--- src/rtl/wb_port_arbiter.sv ---
// Writeback port arbiter: funnels a GPR write plus an optional HI/LO pair
// through one register-file write port, stalling writeback while it drains.
module wb_port_arbiter #(
    parameter logic [5:0] HI_ADDR = 6'd32,
    parameter logic [5:0] LO_ADDR = 6'd33
) (
    input  logic        clk,
    input  logic        resetn,
    input  logic        wb_reg_en,
    input  logic [5:0]  wb_reg_waddr,
    input  logic [31:0] wb_reg_wdata,
    input  logic        wb_double_en,
    input  logic [63:0] wb_MD_result,
    output logic        rf_wen,
    output logic [5:0]  rf_waddr,
    output logic [31:0] rf_wdata,
    output logic        wb_stall
);

    typedef enum logic [1:0] {
        IDLE  = 2'd0,
        WR_LO = 2'd1,
        WR_HI = 2'd2
    } state_t;

    state_t      state;
    state_t      state_next;
    logic [63:0] md_buf;
    logic [63:0] md_buf_next;
    logic        rf_wen_next;
    logic [5:0]  rf_waddr_next;
    logic [31:0] rf_wdata_next;

    always_ff @(posedge clk or negedge resetn) begin
        if (!resetn) begin
            state    <= IDLE;
            md_buf   <= 64'd0;
            rf_wen   <= 1'b0;
            rf_waddr <= 6'd0;
            rf_wdata <= 32'd0;
        end else begin
            state    <= state_next;
            md_buf   <= md_buf_next;
            rf_wen   <= rf_wen_next;
            rf_waddr <= rf_waddr_next;
            rf_wdata <= rf_wdata_next;
        end
    end

    // Writes drain in GPR, LO, HI order; r0 keeps its slot but never writes.
    always_comb begin
        state_next    = state;
        md_buf_next   = md_buf;
        rf_wen_next   = 1'b0;
        rf_waddr_next = rf_waddr;
        rf_wdata_next = rf_wdata;
        case (state)
            IDLE: begin
                if (wb_double_en) begin
                    md_buf_next = wb_MD_result;
                end
                if (wb_reg_en) begin
                    rf_wen_next   = (wb_reg_waddr != 6'd0);
                    rf_waddr_next = wb_reg_waddr;
                    rf_wdata_next = wb_reg_wdata;
                    if (wb_double_en) begin
                        state_next = WR_LO;
                    end
                end else if (wb_double_en) begin
                    rf_wen_next   = 1'b1;
                    rf_waddr_next = LO_ADDR;
                    rf_wdata_next = wb_MD_result[31:0];
                    state_next    = WR_HI;
                end
            end
            WR_LO: begin
                rf_wen_next   = 1'b1;
                rf_waddr_next = LO_ADDR;
                rf_wdata_next = md_buf[31:0];
                state_next    = WR_HI;
            end
            WR_HI: begin
                rf_wen_next   = 1'b1;
                rf_waddr_next = HI_ADDR;
                rf_wdata_next = md_buf[63:32];
                state_next    = IDLE;
            end
            default: begin
                state_next = IDLE;
            end
        endcase
    end

    assign wb_stall = (state != IDLE);

endmodule

--- config.mk ---
export PLATFORM = sky130hd
export DESIGN_NAME = wb_port_arbiter
export DESIGN_NICKNAME = d
export VERILOG_FILES = /design/src/rtl/wb_port_arbiter.sv
export SDC_FILE = /design/constraint.sdc
export NUM_CORES = 1
export LEC_CHECK = 0
export CORE_AREA = 2 2 105 128
export CTS_CLUSTER_DIAMETER = 40
export DETAILED_ROUTE_END_ITERATION = 6
export DIE_AREA = 0 0 107 130
export PLACE_DENSITY = 0.68
export REMOVE_ABC_BUFFERS = 1
export SYNTH_ARGS = -nofsm -noshare
export SYNTH_HDL_FRONTEND = slang
export SYNTH_SLANG_ARGS = --single-unit
--- constraint.sdc ---
create_clock -name clk -period 3.2 [get_ports clk]
set_input_delay 0.64 -clock clk [delete_from_list [all_inputs] [get_ports clk]]
set_output_delay 0.64 -clock clk [all_outputs]
set_load 0.1 [all_outputs]
# After elaboration in Yosys (flattened, before gate mapping)
# Cells that the tools add are included.
# word_totals
regBits	105
inputBits	106
out_inout_bits	40
word_cells	29
# classes
eq_ne	4
n_mux	13
reduce_logical	7
# op_table
operator	count
$pmux 32 s3	1
$mux 32	2
$pmux 6 s3	1
$mux 6	2
$mux 2	3
$reduce_bool 6->1	1
$pmux 2 s2	1
$reduce_and 2->1	2
$ne 3x3->1 const B	1
$reduce_bool 3->1	1
$eq 2x1->1 const B	1
$eq 2x2->1 const B	1
$logic_not 2->1	1
$mux 1	2
$ne 2x2->1 const B	1
$pmux 1 s2	1
$reduce_bool 2->1	1
$reduce_or 2->1	1

# Longest topological paths before layout
# depth
word_depth	3
depth_mapped	7
depth_no_buf	5

# Worst setup path before layout
# OpenSTA, ideal clock, no wires.
# synth_path
kind	flip-flop to flip-flop
start	register state[0]
end	register rf_waddr[0]
setup_ps	128
arrival_time_ps	2112
required_ps	3072
setup_slack_ps	959
path_stages_with_launch	8
path_buffers	2
synth_period_minus_slack_ps	2241
path_cell_list	dfrtp_1 inv_1 ha_1 inv_1 a21oi_2 buf_6 buf_6 mux2_1
# synth_via
elab_chain_cells	3
elab_cells_between_ends	7
classes_between	3 x eq/ne; 1 x mux; 3 x reduce/logical
# synth_lines
item	line	rtl
start: declaration	26	state_t state;
start signal: assignment	42	state <= state_next;
$eq 2x1->1 (tied with other cells)	57	case (state)
$reduce_bool 3->1 (no line) / $ne 3x3->1 (equally long branches)	--	
$reduce_and 2->1 (no line)	--	
end signal: assignment	45	rf_waddr <= rf_waddr_next;
end: declaration	15	output logic [5:0] rf_waddr,
# Parallel ways exist; a longest one is shown, timed or not.
# A chain may end at the register's enable or synchronous reset.

# Worst setup path after layout
# layout_path
start	register state[0]
end	output wb_stall
# layout_via
elab_chain_cells	1
# layout_lines
item	line	rtl
$reduce_bool 2->1	94	assign wb_stall = (state != IDLE);
end: declaration	17	output logic wb_stall
# No other way between the ends.

==> impl_metrics.py <==
metrics = {
    "hold_path": {
        "hold_class": "primary input to async pin",
    },
    "critical_path": {
        "slowest_delay_ps": 400,
        "worstSetupPathType": "flip-flop to output port",
        "required_ps": 2560,
        "crit_path_start_kind": "flip-flop",
        "worstSetupEndpointType": "output port",
        "cp_common_cell": "inv_1",
        "cp.arrival_ps": 1670,
        "cp_max_fo": 7,
        "slowest_stage": "dfrtp_1",
        "cp_num_buf_inv": 3,
        "crit_family": "buffers and inverters",
        "path_cells": "inv_1 -> ha_1 -> inv_1 -> buf_4",
    },
    "cells_and_area": {
        "nNetsFinal": 604,
        "ff_latch_area_um2": 2628,
        "multiInputGateArea_um2": 2202,
        "synthToLayoutAreaGrowth_pct": 36.25,
        "fillers": 1113,
        "antenna_cells": 0,
        "drive_gt1_share_pct": 30.46,
    },
    "power": {
        "switching_power_w": 0.003828,
        "leakagePower_nw": 3.056,
        "p_int_w": 0.004171,
        "p_per_area_nw_per_um2": 1180,
        "peakVddDrop_v": 0.0007009,
        "clkPwrFrac_pct": 13.0,
        "p_comb_share_pct": 57.4,
        "p_seq_share_pct": 29.6,
        "swShare_pct": 47.85,
    },
    "placement": {
        "io_buffers": 145,
        "hpwl_um": 8018,
        "gp_congestion": 0.7741,
    },
    "logic_synthesis": {
        "syn_area_um2": 4977,
        "synth-simple-area-share_pct": 1.433,
        "synth_top_family_by_area": "multiplexers",
        "synthMuxAreaShare_pct": 35.02,
        "synth_seq_cells": 105,
        "synthCells": 355,
        "synth_cell_types": 25,
        "synth_xor_area_share_pct": 0,
        "ys_seq_area_share_pct": 52.79,
        "synth_fa_ha_area_share_pct": 1.006,
        "synth_compound_area_share_pct": 6.536,
        "yosysWarnings": 0,
        "avgSynthCellArea_um2": 14.02,
    },
    "sta": {
        "worstMarginPinSlew_ps": 887.9,
        "final_max_slew_viol_count": 0,
        "timing.fmax_mhz": 433.6,
        "final-hold-violation-count": 0,
        "timing.hold.ws_ps": 303.3,
        "post-route-period-util_pct": 72.07,
        "period_needed_ps": 2306,
        "rsz0062_at_grt": "false",
        "tns_ps": 0,
        "setup_viol": 0,
        "relSlewSlack_pct": 40.81,
        "finClkSkew_ps": 9.679,
    },
    "clock_network": {
        "ctsHtreeMaxLevel": 3,
        "cts_buffers": 9,
        "clockBufferDepth": 2,
        "tritoncts": "done",
        "cts_setup_buffers": 0,
        "cts.sinks": 105,
        "cts_hold_buffers": 0,
        "cts_resized": 0,
        "cts_root_buf": "clkbuf_16",
        "clk_latency_ps": 340,
        "clkTransAtPathRegs_ps": 70,
    },
    "route": {
        "drt-initial-drc-count": 112,
        "avgViaCountPerCell": 5.111,
        "detail-route-antenna-nets": 0,
        "vias": 3409,
        "finalWirelength_um": 11770,
        "firstDrtPassIters": 4,
        "wl_per_cell_um": 17.65,
        "drc": 0,
    },
    "global_route": {
        "antenna_found_initial": 0,
        "grt_max_degree": 59,
        "grtUsageTotal_pct": 17.50,
        "grt_overflow": 0,
        "grt_pass1_vias": 3641,
        "grt_pass1_wl_um": 18780,
    },
    "floorplan": {
        "std_cell_rows": 46,
        "core_um2": 12830,
        "ios": 146,
        "dieArea_um2": 13910,
        "initial_core_util_pct": 38.78,
        "die_y_um": 130,
        "die_w_um": 107,
    },
    "job": {
        "maxCapViolations": 0,
    },
    "run_status": {
        "outcome": "complete, no violations",
    },
}
-- cell usage after synthesis --
master    number  area share, %
dfrtp_1      105             53
mux2_2        82             19
mux2i_1       65             13
a22oi_1       32            4.8
mux2_1        15            3.4
buf_2         11            1.1
clkbuf_1       8           0.60
a21o_1         4           0.60
and4_1         4           0.70
ha_1           4            1.0
inv_1          4           0.30
a21oi_1        3           0.30
buf_4          3           0.45
buf_6          3           0.68
nand2_1        2           0.15
a21oi_2        1           0.18
inv_2          1          0.075
nor2_1         1          0.075
nor2b_1        1           0.13
nor4b_1        1           0.18
o21a_1         1           0.15
o21ai_0        1           0.10
o32a_1         1           0.20
o41ai_1        1           0.18
or4b_1         1           0.20
-- power groups by stage --
stage          clock network (W)  logic, W  registers, W
2_1_floorplan                  0   0.00181       0.00403
3_3_place_gp                   0   0.00456       0.00237
3_5_place_dp                   0   0.00463       0.00240
4_1_cts                  0.00107   0.00463       0.00237
5_1_grt                  0.00112   0.00484       0.00245
6_report                 0.00104   0.00459       0.00237
-- final timing paths --
kind,cells after the start,startpoint,to,slack [ps]
min,1,resetn,rf_wdata[31],300
max,4,state[0],wb_stall,890
max reg2reg,6,state[0],rf_wdata[30],1160
min in group clk,1,rf_waddr[4],rf_waddr[4],480
min reg2reg,1,rf_waddr[4],rf_waddr[4],480
max in group asynchronous,2,resetn,rf_wdata[14],2130
-- metal layers --
layer,track usage [%],up-vias,wire length [um]
met4,4.736,0,74
met5,0,-,0
met3,4.995,5,765
li1,-,1597,-
met1,22.58,1707,5217
met2,29.04,100,5716
-- area by class of cell --
class | instances | share of cell area [%]
well taps | 168 | 3.100
clock inverters | 6 | 0.6273
clock buffers | 10 | 3.524
flip-flops and latches | 105 | 38.75
multi-input cells | 220 | 32.47
inverters | 5 | 0.2768
repair buffers | 153 | 21.25
-- through the flow --
| stage | total power, W | utilization [%] | worst slack [ps] | std cells | cell area, um2 |
|---|---|---|---|---|---|
| global placement | 0.006926 | 50.64 | 852.3 | 651 | 6500 |
| global route | 0.008411 | 52.84 | 780.0 | 667 | 6782 |
| finish | 0.007999 | 52.84 | 893.9 | 667 | 6782 |
| detailed placement | 0.007024 | 50.64 | 808.6 | 651 | 6500 |
| CTS | 0.008070 | 52.84 | 890.7 | 667 | 6782 |
| floorplan | 0.005839 | - | 294.8 | 330 | 4836 |
-- worst reg2reg max path, stage by stage (launching register included) --
cell and delay, ps:
dfrtp_1 400, inv_1 80, ha_1 410, inv_2 340
buf_12 280, mux2i_1 110, mux2_1 290
-- flip-flops by register name (all words and copies together), names as in the netlist --
register	count
rf_waddr	6
md_buf	64
rf_wen	1
state	2
rf_wdata	32
-- cells in the final DEF (no fill, tap or decap), drive strengths merged --
| cell type | instances |
|---|---|
| mux2 | 97 |
| buf | 50 |
| inv | 6 |
| a21o | 4 |
| o41ai | 1 |
| clkdlybuf4s50 | 103 |
| nor2 | 1 |
| o32a | 1 |
| clkinv | 3 |
| and4 | 4 |
| o21a | 1 |
| clkbuf | 10 |
| a21oi | 4 |
| ha | 4 |
| a22oi | 32 |
| nand2 | 2 |
| nor4b | 1 |
| dfrtp | 105 |
| o21ai | 1 |
| or4b | 1 |
| mux2i | 65 |
| clkinvlp | 2 |
| nor2b | 1 |
-- cells by family after synthesis --
family                     Yosys count
AOI/OAI and AO/OA                   44
adders and majority gates            4
buffers and inverters               30
DFF                                105
muxes                              162
and+or+nand+nor                     10
Power figures use the tool's default switching activity.
==> RTL edit 1 (config.mk and constraints unchanged) <==
Reset style: synchronous (`resetn`), changed in one clocked block.
--- a/src/rtl/wb_port_arbiter.sv
+++ b/src/rtl/wb_port_arbiter.sv
@@ -31,7 +31,7 @@
     logic [5:0]  rf_waddr_next;
     logic [31:0] rf_wdata_next;
 
-    always_ff @(posedge clk or negedge resetn) begin
+    always_ff @(posedge clk) begin
         if (!resetn) begin
             state    <= IDLE;
             md_buf   <= 64'd0;
Check against the original RTL: differs if resetn is asserted again (counterexample within 4 cycles, from zero or initial values and one cycle with resetn low); with resetn held inactive, the same outputs for 10 cycles.
==> RTL edit 1 against the original RTL <==
Synthesized area is 4.9% lower; final area is 4.8% lower; sequential cell count did not move; critical endpoint unchanged; non-clock buffer count rose by 2; cell count increased by 22%; die area unchanged; routed wire length grew 8.7%; register-to-register slack worse by 0.07 ns; setup slack better by 0.14 ns; critical path depth did not move.
Power is not compared: it rests on default switching activity, and its combinational part moved more than twofold at a synthesized area within 25%.
==> RTL edit 1: results (changes against the original RTL) <==
Worst setup path
  – Slack of the worst reg-to-reg path: 1.09 ns (-0.07 ns)
  – CP max-delay cell: sky130_fd_sc_hd__dfxtp_1
  – CP Data Arrival Time: 1.53 ns (-0.14 ns)

Outcome
  – Run status: finished, final reports clean

Finish
  – Inserted Diodes: 1 (+1)
  – Final sequential cell count: 105 (unchanged)
  – Non-clock buffering overhead in the final layout: 22.33% (+1.1 points)
  – Area used by multi-input combinational logic: 2369 um^2 (+7.6%)
  – Share of cells above drive strength 1: 11.20% (-19 points)
  – Multi-input comb cells: 362 (+65%)
  – Clk tree area frac: 4.845% (+0.69 points)
  – Clk_buf instances: 11 (+1)
  – Total of plain and repair buffers excluding clock buffers: 155 (+1.3%)

Routing
  – Average wire per standard cell: 15.76 um (-11%)
  – Vias per Instance: 5.212 (+2.0%)

Global route
  – First-pass GRT wire length: 20120 um (+7.1%)
  – Number of global-route vias before repair: 4064 (+12%)
  – GRT Util Overall: 18.22% (+0.73 points)

Logic synthesis
  – Yosys cell types: 31 (+24%)
  – Synth top area cells: sky130_fd_sc_hd__dfxtp_1 44%, sky130_fd_sc_hd__nand2_1 13%, sky130_fd_sc_hd__a21boi_0 11%
  – Most numerous cell types in the synthesized netlist: 163 x sky130_fd_sc_hd__nand2_1, 105 x sky130_fd_sc_hd__dfxtp_1, 68 x sky130_fd_sc_hd__a21boi_0
  – Main synth FF type: sky130_fd_sc_hd__dfxtp_1
  – Post-synthesis async set-or-reset flop share: 0% (-100 points)
  – Portion of the post-synthesis area used by sequential elements: 44.42% (-8.4 points)

Place
  – Placer congestion estimate: 0.7478 (-3.4%)
  – Post-place instance area: 6141 um^2 (-5.5%)

STA
  – Max-Slew Margin vs Limit: 55.34% (+15 points)
RTL edit 1: changes by cell type in the layout (fill, tap and decap cells not counted), moves of 33 or more:
| cell | before | now |
|---|---|---|
| sky130_fd_sc_hd__dfxtp_1 | 0 | 105 |
| sky130_fd_sc_hd__nand2_1 | 1 | 162 |
| sky130_fd_sc_hd__a21boi_0 | 0 | 68 |
| sky130_fd_sc_hd__dfrtp_1 | 105 | 0 |
| sky130_fd_sc_hd__mux2i_1 | 65 | 32 |
| sky130_fd_sc_hd__mux2_2 | 82 | 0 |
RTL edit 1: cells by family (layout without fill, tap and decap cells):
kind of cell | Yosys count | after routing | synth area share, %
simple gates | 180 | 180 | 15.68
flops | 105 | 105 | 44.42
fa+ha+maj | 5 | 5 | 1.322
other cells | 0 | 1 | 0
mux | 32 | 32 | 6.769
compound gates | 145 | 145 | 26.07
buf+inv | 53 | 176 | 5.738
RTL edit 1: metal layers:
layer	track usage [%]	wire length, um	share of wire, %
met5	0	0	0
met4	5.271	144	1.1
met3	3.946	696	5.4
met2	31.25	6259	49
met1	23.12	5695	45
RTL edit 1: final timing paths:
kind | cells after the start | endpoint | startpoint
max | 4 | wb_stall | state[0]
min | 2 | md_buf[20] | md_buf[20]
max reg2reg | 6 | rf_wdata[22] | state[0]
min reg2reg | 2 | md_buf[20] | md_buf[20]
RTL edit 1: metrics by stage:
step                hold WS (ns)  std cells  setup WS, ns  util (%)  power [mW]
floorplan                 0.4433        472         1.014         -       2.401
global placement          0.4496        795        0.8134     47.85       2.809
detailed placement        0.4565        795        0.7085     47.85       2.830
CTS                       0.4653        811         1.015     50.28       3.991
global route              0.4863        811        0.8881     50.28       4.117
finish                    0.4628        812         1.031     50.30       3.953
==> RTL edit 2 (same flow settings) <==
Made on the original files. The 3 states of `state_t` get a one-hot encoding in 3 bits.
--- a/src/rtl/wb_port_arbiter.sv
+++ b/src/rtl/wb_port_arbiter.sv
@@ -17,10 +17,10 @@
     output logic        wb_stall
 );
 
-    typedef enum logic [1:0] {
-        IDLE  = 2'd0,
-        WR_LO = 2'd1,
-        WR_HI = 2'd2
+    typedef enum logic [2:0] {
+        IDLE  = 3'b001,
+        WR_LO = 3'b010,
+        WR_HI = 3'b100
     } state_t;
 
     state_t      state;
Formal check against the unedited RTL: no difference found for any inputs over 10 cycles, from zero or initial values and one cycle with resetn low; not proved beyond that.
==> RTL edit 2 against the original RTL <==
Synthesized area is 0.10% higher; power decreased by 18%; cell count up 1.5%; final area fell by 0.72%; setup slack worse by 0.38 ns; critical path type unchanged; largest power group unchanged; first-iteration DRC count down 5.4%; clock skew down 0.0035 ns; routed wire length up 4.2%; largest cell class unchanged; via count is 3.8% higher; sequential cell count rose by 1; register-to-register slack worse by 0.42 ns.
==> RTL edit 2: results (changes against the original RTL) <==
Outcome
  – Run status: finished, final reports clean

Power and ir drop
  – Power share of the clock group: 15.4% (+2.4 points)
  – Standby leakage power: 2.863 nW (-6.3%)
  – Max IR drop VDD: 0.5225 mV (-25%)

Worst setup path
  – Worst reg2reg path endpoint: rf_wdata[2]
  – CP max-delay cell: sky130_fd_sc_hd__dfstp_2
  – Max incr delay on CP: 0.93 ns (+0.53 ns)
  – Reg2reg start: state[2]
  – Slack of the worst reg-to-reg path: 0.74 ns (-0.42 ns)
  – CP Data Arrival Time: 2.05 ns (+0.38 ns)
  – Worst Reg-to-Reg Cells: 4 (-2)

Logic synthesis
  – Most numerous cell types in the synthesized netlist: 105 x sky130_fd_sc_hd__dfrtp_1, 82 x sky130_fd_sc_hd__mux2_2, 36 x sky130_fd_sc_hd__mux2i_1
  – Synth top area cells: sky130_fd_sc_hd__dfrtp_1 53%, sky130_fd_sc_hd__mux2_2 19%, sky130_fd_sc_hd__mux2i_1 7.2%
  – Portion of the post-synthesis area used by sequential elements: 53.26% (+0.47 points)
  – Yosys cell types: 31 (+24%)

Place
  – Post-place instance area: 6467 um^2 (-0.50%)
  – Placer congestion estimate: 0.8044 (+3.9%)
  – DP Wirelength: 8131 um (+1.4%)
  – Setup WS pre-CTS: 0.7142 ns (-0.09440 ns)

Global route
  – Number of global-route vias before repair: 3774 (+3.7%)
  – GRT Util Overall: 18.33% (+0.83 points)
  – Largest net degree at the start of global routing: 57 (-3.4%)

Routing
  – Vias per Instance: 5.225 (+2.2%)
  – Average wire per standard cell: 18.12 um (+2.6%)

Finish
  – Count of filler cells inserted in the layout: 1141 (+2.5%)

STA
  – Max-Slew Margin vs Limit: 41.73% (+0.92 points)
## RTL edit 2: changes by cell type after synthesis, sizes merged, moves of 2 or more
cell    delta
clkbuf     -2
ha         -4
mux2i     -29
buf        +8
nor2b      +2
nand3      +5
o22ai     +32
nor2       +4
nand3b     +2
and4       -4
a21oi      -2
a21o       -3
nand2      -2
## RTL edit 2: kinds of logic after synthesis
group / after synthesis / synth area share, %
AND/OR/NAND/NOR: 21 / 2.386
multiplexers: 133 / 30.29
flip-flops: 106 / 53.26
AO/OA/AOI/OAI: 73 / 10.15
buffers and inverters: 37 / 3.917
## RTL edit 2: layer usage
layer	up-vias	global-route usage, %	routed length [um]	part of all wire [%]
met5	-	0	0	0
met4	0	5.730	149	1.2
met3	12	3.896	803	6.5
met2	104	31.32	6058	49
met1	1772	23.40	5253	43
li1	1649	-	-	-
## RTL edit 2: critical path: cells and delay by family, from the launching register on
| family | cells | cell delay, ns |
|---|---|---|
| flops | 1 | 0.93 |
| simple gates | 1 | 0.52 |
| buf+inv | 1 | 0.25 |
## RTL edit 2: cell type report
type / instances / area (um^2) / share of cell area [%]
Timing Repair Buffer: 154 / 1424 / 21.15
Inverter: 6 / 22.52 / 0.3345
Sequential cell: 106 / 2654 / 39.42
Clock inverter: 3 / 15.01 / 0.2230
Tap cell: 168 / 210.2 / 3.122
Clock buffer: 13 / 250.2 / 3.717
Multi-Input combinational cell: 227 / 2157 / 32.04
## RTL edit 2: metrics by stage
stage | TNS (ns) | instances | hold slack [ns] | power, mW
floorplan | -70.14 | 339 | 0.3444 | 4.761
global placement | 0 | 661 | 0.4889 | 5.558
detailed placement | 0 | 661 | 0.4955 | 5.620
CTS | 0 | 677 | 0.3866 | 6.649
global route | 0 | 677 | 0.4158 | 6.888
finish | 0 | 677 | 0.3593 | 6.580
